## src/rtl/gip_ext_bus_pkg.sv

```systemverilog
// rtl/gip_ext_bus_pkg.sv - shared types and helpers for the GIP external bus master
package gip_ext_bus_pkg;

  localparam int CNT_W = 4;

  typedef enum logic [2:0] {
    ST_IDLE,
    ST_SETUP,
    ST_STROBE,
    ST_HOLD,
    ST_TURN
  } bus_state_t;

  // Chip-select index to one-hot chip enable; also used by the top-level address decoder.
  function automatic logic [3:0] cs_decode(input logic [1:0] cs);
    return 4'b0001 << cs;
  endfunction

endpackage

```

## src/rtl/gip_ext_bus_master.sv

```systemverilog
// rtl/gip_ext_bus_master.sv - setup/strobe/hold sequencer for asynchronous external bus chips
module gip_ext_bus_master
  import gip_ext_bus_pkg::*;
#(
  parameter int SETUP_CYCLES      = 1,
  parameter int STROBE_CYCLES     = 3,
  parameter int HOLD_CYCLES       = 1,
  parameter int TURNAROUND_CYCLES = 1
) (
  input  logic        int_clock,
  input  logic        int_reset,
  input  logic        req_valid,
  output logic        req_ready,
  input  logic        req_write,
  input  logic [1:0]  req_cs,
  input  logic [23:0] req_address,
  input  logic [31:0] req_write_data,
  output logic        rsp_valid,
  output logic [31:0] rsp_read_data,
  output logic [3:0]  ext_bus_ce,
  output logic        ext_bus_oe,
  output logic        ext_bus_we,
  output logic [23:0] ext_bus_address,
  output logic [31:0] ext_bus_write_data,
  output logic        ext_bus_write_data_enable,
  input  logic [31:0] ext_bus_read_data
);

  localparam logic [CNT_W-1:0] SETUP_LOAD  = CNT_W'(SETUP_CYCLES - 1);
  localparam logic [CNT_W-1:0] STROBE_LOAD = CNT_W'(STROBE_CYCLES - 1);
  localparam logic [CNT_W-1:0] HOLD_LOAD   = CNT_W'(HOLD_CYCLES - 1);
  localparam logic [CNT_W-1:0] TURN_LOAD   = CNT_W'(TURNAROUND_CYCLES - 1);

  bus_state_t       state_q, state_d;
  logic [CNT_W-1:0] cnt_q, cnt_d;
  logic             wr_q;
  logic [1:0]       cs_q;
  logic [23:0]      addr_q;
  logic [31:0]      data_q;

  logic             accept, capture, done;
  logic             wr_n;
  logic [1:0]       cs_n;
  logic [23:0]      addr_n;
  logic [31:0]      data_n;
  logic             active;

  logic             ready_d, rsp_valid_d, oe_d, we_d, wde_d;
  logic [3:0]       ce_d;
  logic [23:0]      addr_d;
  logic [31:0]      wdata_d;

  always_comb begin
    state_d = state_q;
    cnt_d   = cnt_q - 1'b1;
    accept  = 1'b0;
    capture = 1'b0;
    done    = 1'b0;
    case (state_q)
      ST_IDLE: begin
        if (req_valid) begin
          accept = 1'b1;
          if (SETUP_CYCLES > 0) begin
            state_d = ST_SETUP;
            cnt_d   = SETUP_LOAD;
          end else begin
            state_d = ST_STROBE;
            cnt_d   = STROBE_LOAD;
          end
        end
      end
      ST_SETUP: begin
        if (cnt_q == '0) begin
          state_d = ST_STROBE;
          cnt_d   = STROBE_LOAD;
        end
      end
      ST_STROBE: begin
        if (cnt_q == '0) begin
          capture = ~wr_q;
          if (HOLD_CYCLES > 0) begin
            state_d = ST_HOLD;
            cnt_d   = HOLD_LOAD;
          end else begin
            done = 1'b1;
          end
        end
      end
      ST_HOLD: begin
        if (cnt_q == '0) done = 1'b1;
      end
      ST_TURN: begin
        if (cnt_q == '0) state_d = ST_IDLE;
      end
      default: state_d = ST_IDLE;
    endcase
    if (done) begin
      if (!wr_q && TURNAROUND_CYCLES > 0) begin
        state_d = ST_TURN;
        cnt_d   = TURN_LOAD;
      end else begin
        state_d = ST_IDLE;
      end
    end

    // Outputs are registered from the state being entered, so accept-time fields come from the request.
    wr_n   = accept ? req_write      : wr_q;
    cs_n   = accept ? req_cs         : cs_q;
    addr_n = accept ? req_address    : addr_q;
    data_n = accept ? req_write_data : data_q;
    active = (state_d == ST_SETUP) || (state_d == ST_STROBE) || (state_d == ST_HOLD);

    ready_d     = (state_d == ST_IDLE);
    rsp_valid_d = done;
    ce_d        = active ? cs_decode(cs_n) : 4'b0000;
    addr_d      = active ? addr_n : 24'h0;
    wde_d       = active & wr_n;
    wdata_d     = (active & wr_n) ? data_n : 32'h0;
    oe_d        = (state_d == ST_STROBE) & ~wr_n;
    we_d        = (state_d == ST_STROBE) & wr_n;
  end

  always_ff @(posedge int_clock) begin
    if (int_reset) begin
      state_q                   <= ST_IDLE;
      cnt_q                     <= '0;
      wr_q                      <= 1'b0;
      cs_q                      <= 2'd0;
      addr_q                    <= 24'h0;
      data_q                    <= 32'h0;
      req_ready                 <= 1'b1;
      rsp_valid                 <= 1'b0;
      rsp_read_data             <= 32'h0;
      ext_bus_ce                <= 4'b0000;
      ext_bus_oe                <= 1'b0;
      ext_bus_we                <= 1'b0;
      ext_bus_address           <= 24'h0;
      ext_bus_write_data        <= 32'h0;
      ext_bus_write_data_enable <= 1'b0;
    end else begin
      state_q <= state_d;
      cnt_q   <= cnt_d;
      if (accept) begin
        wr_q   <= req_write;
        cs_q   <= req_cs;
        addr_q <= req_address;
        data_q <= req_write_data;
      end
      if (capture) rsp_read_data <= ext_bus_read_data;
      req_ready                 <= ready_d;
      rsp_valid                 <= rsp_valid_d;
      ext_bus_ce                <= ce_d;
      ext_bus_oe                <= oe_d;
      ext_bus_we                <= we_d;
      ext_bus_address           <= addr_d;
      ext_bus_write_data        <= wdata_d;
      ext_bus_write_data_enable <= wde_d;
    end
  end

endmodule

```

## config.mk

```make
export PLATFORM = sky130hd
export DESIGN_NAME = gip_ext_bus_master
export DESIGN_NICKNAME = d
export VERILOG_FILES = /design/src/rtl/gip_ext_bus_pkg.sv /design/src/rtl/gip_ext_bus_master.sv
export SDC_FILE = /design/constraint.sdc
export NUM_CORES = 1
export LEC_CHECK = 0
export ABC_AREA = 1
export ABC_CLOCK_PERIOD_IN_PS = 1550
export CAP_MARGIN = 10
export CORE_ASPECT_RATIO = 1.1
export CORE_MARGIN = 1
export CORE_UTILIZATION = 55
export CTS_CLUSTER_DIAMETER = 50
export DETAILED_ROUTE_END_ITERATION = 6
export DONT_BUFFER_PORTS = 1
export MAX_ROUTING_LAYER = met4
export PLACE_DENSITY = 0.8
export SLEW_MARGIN = 30
export SYNTH_ARGS = -nofsm -noshare
export SYNTH_HDL_FRONTEND = slang
export SYNTH_SLANG_ARGS = --single-unit
```

## constraint.sdc

```tcl
create_clock -name int_clock -period 1.55 [get_ports int_clock]
set_input_delay 0.31 -clock int_clock [delete_from_list [all_inputs] [get_ports int_clock]]
set_output_delay 0.31 -clock int_clock [all_outputs]
set_load 0.05 [all_outputs]
```

==> metrics.md, run 1 <==
| Metric | Value |
|---|---|
| Grt total ovfl | 0 |
| GRT met3 Usage | 0.0833 |
| Die width | 95.1 um |
| Final Cell Area | 7330 um^2 |
| Max-Cap Viols | 0 |
| Max Buffers Root-to-Sink | 2 |
| Placement Cell Area | approximately 5400 um^2 |
| Worst skew pair latency | 520 ps |
| CP Capture Type | flop |
| Period utilization | 1.01 |
| Worst Tran Pin Value | 571 ps |
| Die height | 104 um |
| WP data arrival | about 2000 ps |
| Layout cells sized above 1 | 0.179 |
| Combinational share of power | 0.260 |
| Starting Density | 0.563 |
| Worst r2r path cells | 6 |
| Hold WC Path Type | in -> reg |
| Critical path's largest stage delay | between 400 and 500 ps |
| Total CTS buffers | 17 |
| Sum of negative setup slack | -16.0 ps |
| Primary FF master, synth | dfxtp_1 |
| Residual DRC | 0 |
| Crit path max fanout | 23 |
| Synth cell types | 28 |
| Initial antenna violation count | 0 |
| Area contributors post-synth | dfxtp_1, nor2_1, mux2i_1, o21ai_0, inv_1 |
| Gr usage total | 0.284 |
| Switch Pwr | 6.28 mW |
| CP startpoint kind | flop |
| Peak supply drop | 1.32 mV |
| PD cells | 2130 nW/um^2 |
| Flops & latches, synth | 163 |
| Area Overhead vs Synth | 39.9% |
| Final Hold Viols | 0 |
| Post-synth ARST share | 0 |
| Flop pwr share | 0.463 |
| Share of the synthesized area in the top cell type | 0.622 |
| Worst Hold Depth | 3 |
| Row cnt | 37 |
| First-pass GRT wire length | 21.0 mm |
| Family with the most delay on the worst path | multiplexers |
| Vias in the first global route | 4,423 |
| Number of synthesized flops with an enable pin | 0 |
| # nets final | 759 |
| Most used routing layer | met2 |
| Num Clock Sinks | between 150 and 200 |
| Clock power share | 0.277 |
| Cells after Synth | roughly 560 |
| Core area | 9310 um^2 |
| Seq/Total Area, Yosys | 0.622 |
| DR vias/cell | 5.41 |
| H-tree Lvls | 4 |
| Max Transition Viols Final | 0 |
| Min Tclk post-route | ~1600 ps |
| # setup viols final | 1 |
| Netlist Area Pre-Place | 5240 um^2 |
| Met2 Resource Use GR | 0.490 |
| I/O Pins | ~190 |
| FF-to-FF setup slack | -20 ps |
| Outcome | finished, violations left |
| Clk_skew | between 10 and 15 ps |
| Gpl congestion | 0.831 |
| Ys Warns | 0 |
| Root buf cell | clkbuf_8 |
| Post-route ant nets | 0 |
| DR iter-0 viols | between 150 and 200 |
| Cell Chain, Critical Path | nor2_4, nand3_4, buf_6, buf_12, mux2i_1, nor2_1 |
| Synth Net Count | 650 |
| Worst Setup Slack, final | -16.0 ps |
| Hold_sp | int_reset |
| Area leader, netlist | dfxtp_1 |
| HPWL Detailed | 6.84 mm |
| Reg2Reg Launch Point | state_q[0] |
| Met1 global-route usage | 0.291 |
| Avg Cell Area, Syn | 9.45 um^2 |
| CP Buf/Inv Count | 2 |
| IO buf count | 0 |
| RSZ-0062 raised after global routing | true |
| Required time at the worst-slack endpoint | 1940 ps |
| Max frequency | around 0.64 GHz |
| Post-route non-filler standard cell count | 794 |
| Worst-path clk slew | 70 ps |
| N_diodes | 0 |
| P_int | approximately 9.3 mW |
| Die area | 9930 um^2 |
| Leak | 3.14 nW |
| Placed insts | around 660 |
| Slowest cell on crit path | mux2i_1 |
| Total power | 15.6 mW |
| Slew margin rel. | 0.619 |
| Routed WL per cell | 18.3 um |
| DR vias | 4,297 |
| Post-Route WL | 14.6 mm |
| TritonCTS clock tree | yes |
| CP Class | reg -> reg |
| Count leader, synth | nor2_1 |
| Worst min-delay path endpoint | ext_bus_address[2] |
| DRT Pass-1 Iters | 4 |
| Synth cell count leaders | nor2_1, dfxtp_1, mux2i_1 |
| Failing checks | setup timing |
| R2R Path End | data_q[19] |
| Pin count of the biggest net entering global routing | 63 |
| Sw Share | 0.402 |
## power by group through the flow
stage / clock network, mW / registers (mW) / logic [mW]
after floorplan: 0 / 7.11 / 2.19
after global placement: 0 / 7.20 / 2.66
after global routing: 4.52 / 7.30 / 4.39
final: 4.33 / 7.22 / 4.06
after CTS: 4.31 / 7.16 / 3.42
after detailed placement: 0 / 7.23 / 2.80
## worst max-delay path by stage
stage / cells past startpoint / slack, ps / start / endpoint
after floorplan: 10 / 80 / cnt_q[0] / ext_bus_write_data[2]
after global placement: 8 / -5 / cnt_q[0] / rsp_read_data[2]
after detailed placement: 8 / -130 / cnt_q[0] / rsp_read_data[29]
after CTS: 8 / 3 / cnt_q[0] / rsp_read_data[4]
after global routing: 10 / -70 / cnt_q[0] / ext_bus_write_data[21]
final: 6 / -20 / state_q[0] / data_q[19]
## stage by stage
stage / hold slack, ps / utilization / setup slack (ps)
4_1_cts: 3.18 / 0.761 / 3.10
6_report: 24.2 / 0.788 / -16.0
2_1_floorplan: 395 / - / 75.3
3_3_place_gp: 388 / 0.580 / -4.95
5_1_grt: 23.8 / 0.788 / -70.7
3_5_place_dp: 391 / 0.580 / -130
## area by class of cell
| cell class | count | area (um^2) |
|---|---|---|
| multi-input combinational | 340 | 1960 |
| fill | 561 | 1970 |
| sequential | 163 | 3270 |
| tap | 117 | 146 |
| clock buffer | 17 | 414 |
| clock inverter | 15 | 196 |
| timing repair buffer | 117 | 1240 |
| inverter | 25 | 110 |
## kinds of logic after synthesis
| logic type | Yosys count | share of synthesized area |
|---|---|---|
| DFF | 163 | 0.622 |
| adders and majority gates | 1 | 0.00239 |
| xor gates and xnor gates | 2 | 0.00334 |
| and+or+nand+nor | 241 | 0.184 |
| AOI/OAI and AO/OA | 49 | 0.0487 |
| buffers and inverters | 52 | 0.0492 |
| muxes | 47 | 0.0897 |
## worst register-to-register path, cell delays in order, from the launching register on
cell and delay (ps):
dfxtp_4 390, nor2_4 50, nand3_4 80, buf_6 140
buf_12 200, mux2i_1 460, nor2_1 130
## metal layers
| layer | routed length (um) | vias to the layer above |
|---|---|---|
| li1 | - | 1978 |
| met1 | 5350 | 2057 |
| met2 | 7670 | 209 |
| met3 | 933 | 53 |
| met4 | 607 | 0 |
| met5 | 0 | - |
## cells in the final DEF (no fill, tap or decap), types with 3 or more instances in the layout
cell,netlist,routed
mux2i_4,0,4
mux2i_2,0,3
buf_12,0,3
nand2_4,1,3
buf_6,5,4
o21ai_0,43,38
nand2_2,3,3
buf_4,6,15
dfxtp_1,163,158
inv_2,5,9
nor2_1,204,184
inv_8,0,5
inv_6,0,5
buf_16,0,3
bufinv_16,0,3
mux2i_1,47,40
clkbuf_16,0,17
nor2_4,0,11
nor2_2,3,12
inv_1,20,13
o21ai_1,1,5
dfxtp_2,0,3
nand3_1,7,7
dlygate4sd3_1,0,91
nand2_1,14,11
## state kept, by name, summed over array words and instances (netlist names), 2 cells and up
register,count
ext_bus_write_data,32
addr_q,24
cnt_q,4
data_q,32
state_q,3
rsp_read_data,32
ext_bus_address,24
cs_q,2
ext_bus_ce,4
## repair_timing
action                     in CTS  in global routing
pin swaps                       3                  6
cloned                          2                  1
resized for setup              15                 69
hold endpoints to repair      149                  2
setup buffers                   5                  0
setup endpoints to repair      80                116
hold buffers                   91                  1
Power figures use the tool's default switching activity.
==> run 2: changes to the inputs <==
--- a/config.mk
+++ b/config.mk
@@ -16,6 +16,7 @@
 export DONT_BUFFER_PORTS = 1
 export MAX_ROUTING_LAYER = met4
 export PLACE_DENSITY = 0.8
+export REMOVE_ABC_BUFFERS = 1
 export SLEW_MARGIN = 30
 export SYNTH_ARGS = -nofsm -noshare
 export SYNTH_HDL_FRONTEND = slang
==> run 2 against run 1 <==
- the flow still finishes with violations (setup timing)
- maximum frequency barely moved
- global-route usage fell by 1.0 points
- sequential share of layout area rose by 0.78 points
- register-to-register slack barely moved
- clock power fell by 11%
- cell count rose by 0.13%
- combinational power fell by 3%
- setup slack got worse by 0.75 ps
- largest power group unchanged
- highest routed layer unchanged
==> metrics.md, run 2 (same netlist as run 1, synthesis figures left out) <==
| Metric | Value |
|---|---|
| HPWL Detailed | 7.22 mm (+5.5%) |
| PD cells | 2080 nW/um^2 (-2.3%) |
| Clock power share | 0.258 (-0.019) |
| I/O Pins | 191 (unchanged) |
| Area Overhead vs Synth | 37.5% |
| Root buf cell | clkbuf_8 |
| Max frequency | 0.638 GHz (about the same) |
| Starting Density | 0.563 (unchanged) |
| M1 WL | 5.07 mm (-5.3%) |
| Total CTS buffers | 17 (unchanged) |
| Worst Setup Slack, final | -16.8 ps (-0.751 ps) |
| Most common cell after layout, fill and taps aside | nor2_1 |
| Combinational share of power | 0.262 (+0.002) |
| Row cnt | 37 (unchanged) |
| Largest registers | data_q: 32 flops, ext_bus_write_data: 32 flops, rsp_read_data: 32 flops |
| First-pass GRT wire length | 20.1 mm (-4.2%) |
| Commonest non-fill, non-tap cells in the layout | nor2_1, dfxtp_1, dlygate4sd3_1, mux2i_1, o21ai_0 |
| N_diodes | 0 (unchanged) |
| DR vias | 4,195 (-2.4%) |
| Worst Tran Pin Value | 546 ps (-24.4 ps) |
| DR iter-0 viols | 198 (+4.8%) |
| Post-route ant nets | 0 (unchanged) |
| Hold WS | 14.5 ps (-9.67 ps) |
| # setup viols final | 4 (+3) |
| WP data arrival | 2030 ps (+70 ps) |
| Final Hold Viols | 0 (unchanged) |
| Post-Route WL | 13.9 mm (-4.4%) |
| Num Clock Sinks | 163 (unchanged) |
| Die width | 95.1 um (unchanged) |
| Max-Cap Viols | 0 (unchanged) |
| Vias in the first global route | 4,300 (-2.8%) |
| Crit path max fanout | 9 (-61%) |
| P_int | 8.94 mW (-4.1%) |
| Total power | 15.0 mW (-4.0%) |
| Max Buffers Root-to-Sink | 2 (unchanged) |
| Hold WC Path Type | in -> reg |
| Leak | 3.14 nW (about the same) |
| Switch Pwr | 6.04 mW (-3.8%) |
| Routed wl met2 | 7.31 mm (-4.6%) |
| Max layer used | met4 |
| Gr usage total | 0.274 (-0.0102) |
| Sum of negative setup slack | -33.8 ps (-17.7 ps) |
| RSZ-0062 raised after global routing | true |
| Min Tclk post-route | 1570 ps (+0.751 ps) |
| Period utilization | 1.01 (about the same) |
| Residual DRC | 0 (unchanged) |
| Pin count of the biggest net entering global routing | 63 (unchanged) |
| Worst-path clk slew | 70 ps (about the same) |
| Layout cells sized above 1 | 0.165 (-0.0135) |
| Core area | 9310 um^2 (unchanged) |
| Max Transition Viols Final | 0 (unchanged) |
| H-tree Lvls | 4 (unchanged) |
| IO buf count | 0 (unchanged) |
| DR vias/cell | 5.28 (-2.5%) |
| Initial antenna violation count | 0 (unchanged) |
| Routed WL per cell | 17.5 um (-4.5%) |
| Required time at the worst-slack endpoint | 2010 ps (+70 ps) |
| Peak supply drop | 1.02 mV (-23%) |
| Failing checks | setup timing |
| Placement Cell Area | 5410 um^2 (+0.23%) |
| Sw Share | 0.403 (+0.000784) |
| Flop pwr share | 0.480 (+0.017) |
| Grt total ovfl | 0 (unchanged) |
| Placed insts | 662 (unchanged) |
| Pre-CTS setup slack | -46.5 ps (+83.9 ps) |
| Clk_skew | 8.85 ps (-6.01 ps) |
| TritonCTS clock tree | yes |
| DRT Pass-1 Iters | 5 (+1) |
| # nets final | 760 (+0.13%) |
| Final Cell Area | 7210 um^2 (-1.7%) |
| Worst skew pair latency | 530 ps (about the same) |
| CP Class | reg -> reg |
| Slew margin rel. | 0.635 (+0.0163) |
| Die height | 104 um (unchanged) |
| Outcome | finished, violations left |
| Gpl congestion | 0.856 (+3.0%) |
| Met3 wire length | 1.00 mm (+7.5%) |
| CP startpoint kind | flop |
| Die area | 9930 um^2 (unchanged) |
| Fin util | 0.775 (-0.0134) |
| Post-route non-filler standard cell count | 795 (+0.13%) |
| CP Capture Type | flop |
run 2: cell count changes in the layout (fill, tap and decap cells not counted), sizes merged:
cell / previous run / this run
buf: 25 / 24
bufinv: 3 / 1
clkbuf: 18 / 21
clkinv: 3 / 6
clkinvlp: 2 / 4
dlygate4sd3: 91 / 90
inv: 32 / 29
run 2: routing by layer:
layer | vias up | GRT usage
li1 | 1975 | -
met1 | 1962 | 0.266
met2 | 205 | 0.467
met3 | 53 | 0.0950
met4 | 0 | 0.146
met5 | - | -
run 2: area by class of cell:
type	instances	area (um^2)
tap	117	146
clock buffer	17	414
multi-input combinational	340	1860
clock inverter	15	133
sequential	163	3270
inverter	25	98.8
timing repair buffer	118	1280
fill	568	2100
run 2: final timing paths:
check                                              end  depth (start not counted)            from  slack (ps)
worst max register to register  ext_bus_write_data[24]                          8      state_q[2]         -20
worst min-delay path                         addr_q[7]                          2  req_address[7]          10
worst min register to register               data_q[8]                          2       data_q[8]         490
worst max-delay path            ext_bus_write_data[24]                          8      state_q[2]         -20
run 2: power by group through the flow:
stage / Combinational [mW] / Sequential, mW / Clock, mW
after floorplan: 2.03 / 7.11 / 0
after global placement: 2.75 / 7.19 / 0
after detailed placement: 2.87 / 7.23 / 0
after CTS: 3.14 / 7.14 / 3.88
after global routing: 4.31 / 7.28 / 4.07
final: 3.93 / 7.19 / 3.86
run 2: worst max-delay path: stages, from the launching register on:
cell       delay, ps
dfxtp_4          370
nor2_4           130
nand3_4          170
nand2_2          160
o21ai_4           80
nor2_4           180
nand2_8          110
clkbuf_16        180
nor2_1           100
run 2: repair_timing:
action                                  in CTS  in global routing
resized for setup                            4                 53
setup buffers                                0                  6
endpoints found under the hold margin      150                  0
pin swaps                                    0                  8
endpoints found under the setup margin      57                104
hold buffers                                91                  0
cloned                                       0                  4
==> run 3: changes to the inputs <==
--- a/config.mk
+++ b/config.mk
@@ -8,16 +8,19 @@
 export ABC_AREA = 1
 export ABC_CLOCK_PERIOD_IN_PS = 1550
 export CAP_MARGIN = 10
+export CELL_PAD_IN_SITES_DETAIL_PLACEMENT = 0
+export CELL_PAD_IN_SITES_GLOBAL_PLACEMENT = 1
 export CORE_ASPECT_RATIO = 1.1
 export CORE_MARGIN = 1
-export CORE_UTILIZATION = 55
+export CORE_UTILIZATION = 41
 export CTS_CLUSTER_DIAMETER = 50
 export DETAILED_ROUTE_END_ITERATION = 6
 export DONT_BUFFER_PORTS = 1
 export MAX_ROUTING_LAYER = met4
-export PLACE_DENSITY = 0.8
+export PLACE_DENSITY = 0.81
 export REMOVE_ABC_BUFFERS = 1
 export SLEW_MARGIN = 30
 export SYNTH_ARGS = -nofsm -noshare
 export SYNTH_HDL_FRONTEND = slang
 export SYNTH_SLANG_ARGS = --single-unit
+export TNS_END_PERCENT = 50
==> run 3 against run 2 <==
- the run now ends clean
- setup slack improved by 78 ps
- cell count fell by 6.2%
- sequential cell count did not move
- register-to-register slack improved by 80 ps
- core utilization fell by 25 points
- final area fell by 11%
- critical path type unchanged
- largest cell class unchanged
==> metrics.md, run 3 (same netlist as run 1, synthesis figures left out) <==
| Metric | Value |
|---|---|
| PD cells | 2360 nW/um^2 (+13%) |
| Residual DRC | 0 (unchanged) |
| Die width | 110 um (+15%) |
| Max-Cap Viols | 0 (unchanged) |
| Hold WC Path Type | in -> reg |
| Hold WS | 50.7 ps (+36.2 ps) |
| RSZ-0062 raised after global routing | true |
| Period utilization | 0.960 (-0.0505) |
| Area of the multi-input gates | 1810 um^2 (-3.1%) |
| Largest registers | data_q: 32 flops, ext_bus_write_data: 32 flops, rsp_read_data: 32 flops |
| Worst Hold Depth | 2 (unchanged) |
| Row cnt | 42 (+14%) |
| Flop pwr share | 0.471 (-0.009) |
| Routed WL per cell | 15.7 um (-10%) |
| # nets final | 673 (-11%) |
| Placement Cell Area | 5470 um^2 (+1.0%) |
| Final Cell Area | 6430 um^2 (-11%) |
| Worst-path clk slew | 60 ps (about the same) |
| First-pass GRT wire length | 16.6 mm (-17%) |
| DR vias/cell | 4.94 (-6.3%) |
| Final Hold Viols | 0 (unchanged) |
| HPWL Detailed | 7.47 mm (+3.4%) |
| Slew margin rel. | 0.629 (-0.00603) |
| Sequential Area | 3270 um^2 (about the same) |
| Setup crit end | ext_bus_write_data[22] |
| Clock power share | 0.308 (+0.050) |
| Combinational share of power | 0.221 (-0.041) |
| Switch Pwr | 5.61 mW (-7.1%) |
| DRT Pass-1 Iters | 4 (-1) |
| Most common cell after layout, fill and taps aside | nor2_1 |
| Total CTS buffers | 17 (unchanged) |
| DR iter-0 viols | 270 (+36%) |
| # setup viols final | 0 (-4) |
| DR vias | 3,688 (-12%) |
| Clk_skew | 6.50 ps (-2.34 ps) |
| Sw Share | 0.370 (-0.0330) |
| IO buf count | 0 (unchanged) |
| Min Tclk post-route | 1490 ps (-78.3 ps) |
| CP Buf/Inv Count | 3 (+2) |
| FF-to-FF setup slack | 60 ps (+80 ps) |
| Critical path's largest stage delay | 310 ps (-60 ps) |
| Post-route ant nets | 0 (unchanged) |
| WP data arrival | 1790 ps (-240 ps) |
| Gpl congestion | 0.734 (-14%) |
| Worst Tran Pin Value | 555 ps (+9.04 ps) |
| CP Class | reg -> reg |
| CP dominant cell by count | nand2_2 |
| Family with the most delay on the worst path | simple AND/OR/NAND/NOR gates |
| Worst skew pair latency | 420 ps (-110 ps) |
| Die height | 121 um (+16%) |
| Vias in the first global route | 3,590 (-17%) |
| Max Buffers Root-to-Sink | 2 (unchanged) |
| H-tree Lvls | 4 (unchanged) |
| Starting Density | 0.428 (-0.135) |
| Commonest non-fill, non-tap cells in the layout | nor2_1, dfxtp_1, mux2i_1, o21ai_0, clkbuf_16 |
| Peak supply drop | 1.17 mV (+15%) |
| Post-Route WL | 11.7 mm (-16%) |
| I/O Pins | 191 (unchanged) |
| Pre-CTS setup slack | -15.8 ps (+30.7 ps) |
| Slowest cell on crit path | dfxtp_2 |
| Crit path max fanout | 8 (-1) |
| Area Overhead vs Synth | 22.7% |
| Layout cells sized above 1 | 0.156 (-0.00952) |
| Cell Chain, Critical Path | inv_1, ha_2, nand2_2, nor2_4, inv_2, nand2_2, nand2_4, nand2_8, clkbuf_16, nor2_1 |
| Core area | 12,200 um^2 (+32%) |
| Number of fill cells | 1,133 (+99%) |
| P_int | 9.55 mW (+6.8%) |
| CP startpoint kind | flop |
| Die area | 13,200 um^2 (+33%) |
| Worst Setup Slack, final | 61.5 ps (+78.3 ps) |
| Leak | 2.84 nW (-9.5%) |
| Max frequency | 0.672 GHz (+5.3%) |
| TritonCTS clock tree | yes |
| Num Clock Sinks | 163 (unchanged) |
| CP startpoint | cnt_q[0] |
| Worst r2r path cells | 10 (+2) |
| CP Depth | 10 (+2) |
| R2R Path End | ext_bus_write_data[22] |
| Gr usage total | 0.173 (-0.100) |
| Outcome | complete, no violations |
| Reg2Reg Launch Point | cnt_q[0] |
| Required time at the worst-slack endpoint | 1850 ps (-160 ps) |
| CP Capture Type | flop |
| Max Transition Viols Final | 0 (unchanged) |
| Root buf cell | clkbuf_16 |
| Pin count of the biggest net entering global routing | 56 (-11%) |
| Initial antenna violation count | 1 (+1) |
| Grt total ovfl | 0 (unchanged) |
## run 3: changes by cell type in the layout (fill, tap and decap cells not counted), moves of 4 or more
cell           before  now
o21ai_0            40   31
bufinv_16           1    6
clkbuf_1            0    4
dlygate4sd3_1      90    0
o21ai_1             3   11
mux2i_2             4    0
mux2i_1            43   47
clkinvlp_4          4    0
nor2_2             12    3
nor2_1            191  201
clkinv_2            4    0
## run 3: how the worst min path moves through the flow
stage                          start                end  slack [ps]
4_1_cts              req_address[20]         addr_q[20]          40
2_1_floorplan              int_reset            cs_q[1]         380
3_5_place_dp               int_reset         addr_q[15]         390
3_3_place_gp               int_reset         addr_q[17]         390
5_1_grt        ext_bus_read_data[28]  rsp_read_data[28]          40
6_report        ext_bus_read_data[4]   rsp_read_data[4]          50
## run 3: per-stage QoR
stage / instances / power [mW] / util / TNS (ps)
after detailed placement: 702 / 10.1 / 0.446 / -22.4
after global placement: 702 / 10.0 / 0.446 / 0
final: 746 / 15.2 / 0.526 / 0
after CTS: 735 / 14.9 / 0.504 / 0
after global routing: 746 / 15.9 / 0.526 / -42.7
after floorplan: 528 / 9.14 / - / -113470
## run 3: cell type report
class | instances | share of cell area
antenna | 1 | 0.000389
clock buffer | 21 | 0.0684
clock inverter | 11 | 0.0348
inverter | 25 | 0.0154
multi-input combinational | 340 | 0.281
sequential | 163 | 0.509
tap | 154 | 0.0299
timing repair buffer | 31 | 0.0616
## run 3: power groups by stage
stage / clock, mW / combinational (mW) / sequential [mW]
3_3_place_gp: 0 / 2.80 / 7.21
6_report: 4.67 / 3.35 / 7.14
4_1_cts: 4.79 / 2.94 / 7.14
5_1_grt: 4.95 / 3.73 / 7.25
3_5_place_dp: 0 / 2.89 / 7.22
2_1_floorplan: 0 / 2.03 / 7.11
## run 3: layer usage
metal	global-route usage	vias up	part of all wire
met5	-	-	0
met4	0.0650	0	0.012
met3	0.0906	16	0.11
met2	0.275	169	0.49
met1	0.182	1697	0.39
li1	-	1806	-
## run 3: what timing repair did
| item | CTS | global route |
|---|---|---|
| resized for setup | 2 | 40 |
| setup buffers | 0 | 3 |
| endpoints found under the setup margin | 13 | 70 |
| cloned | 0 | 7 |
| hold endpoints to repair | 55 | 0 |
| hold buffers | 1 | 0 |
| pin swaps | 0 | 9 |
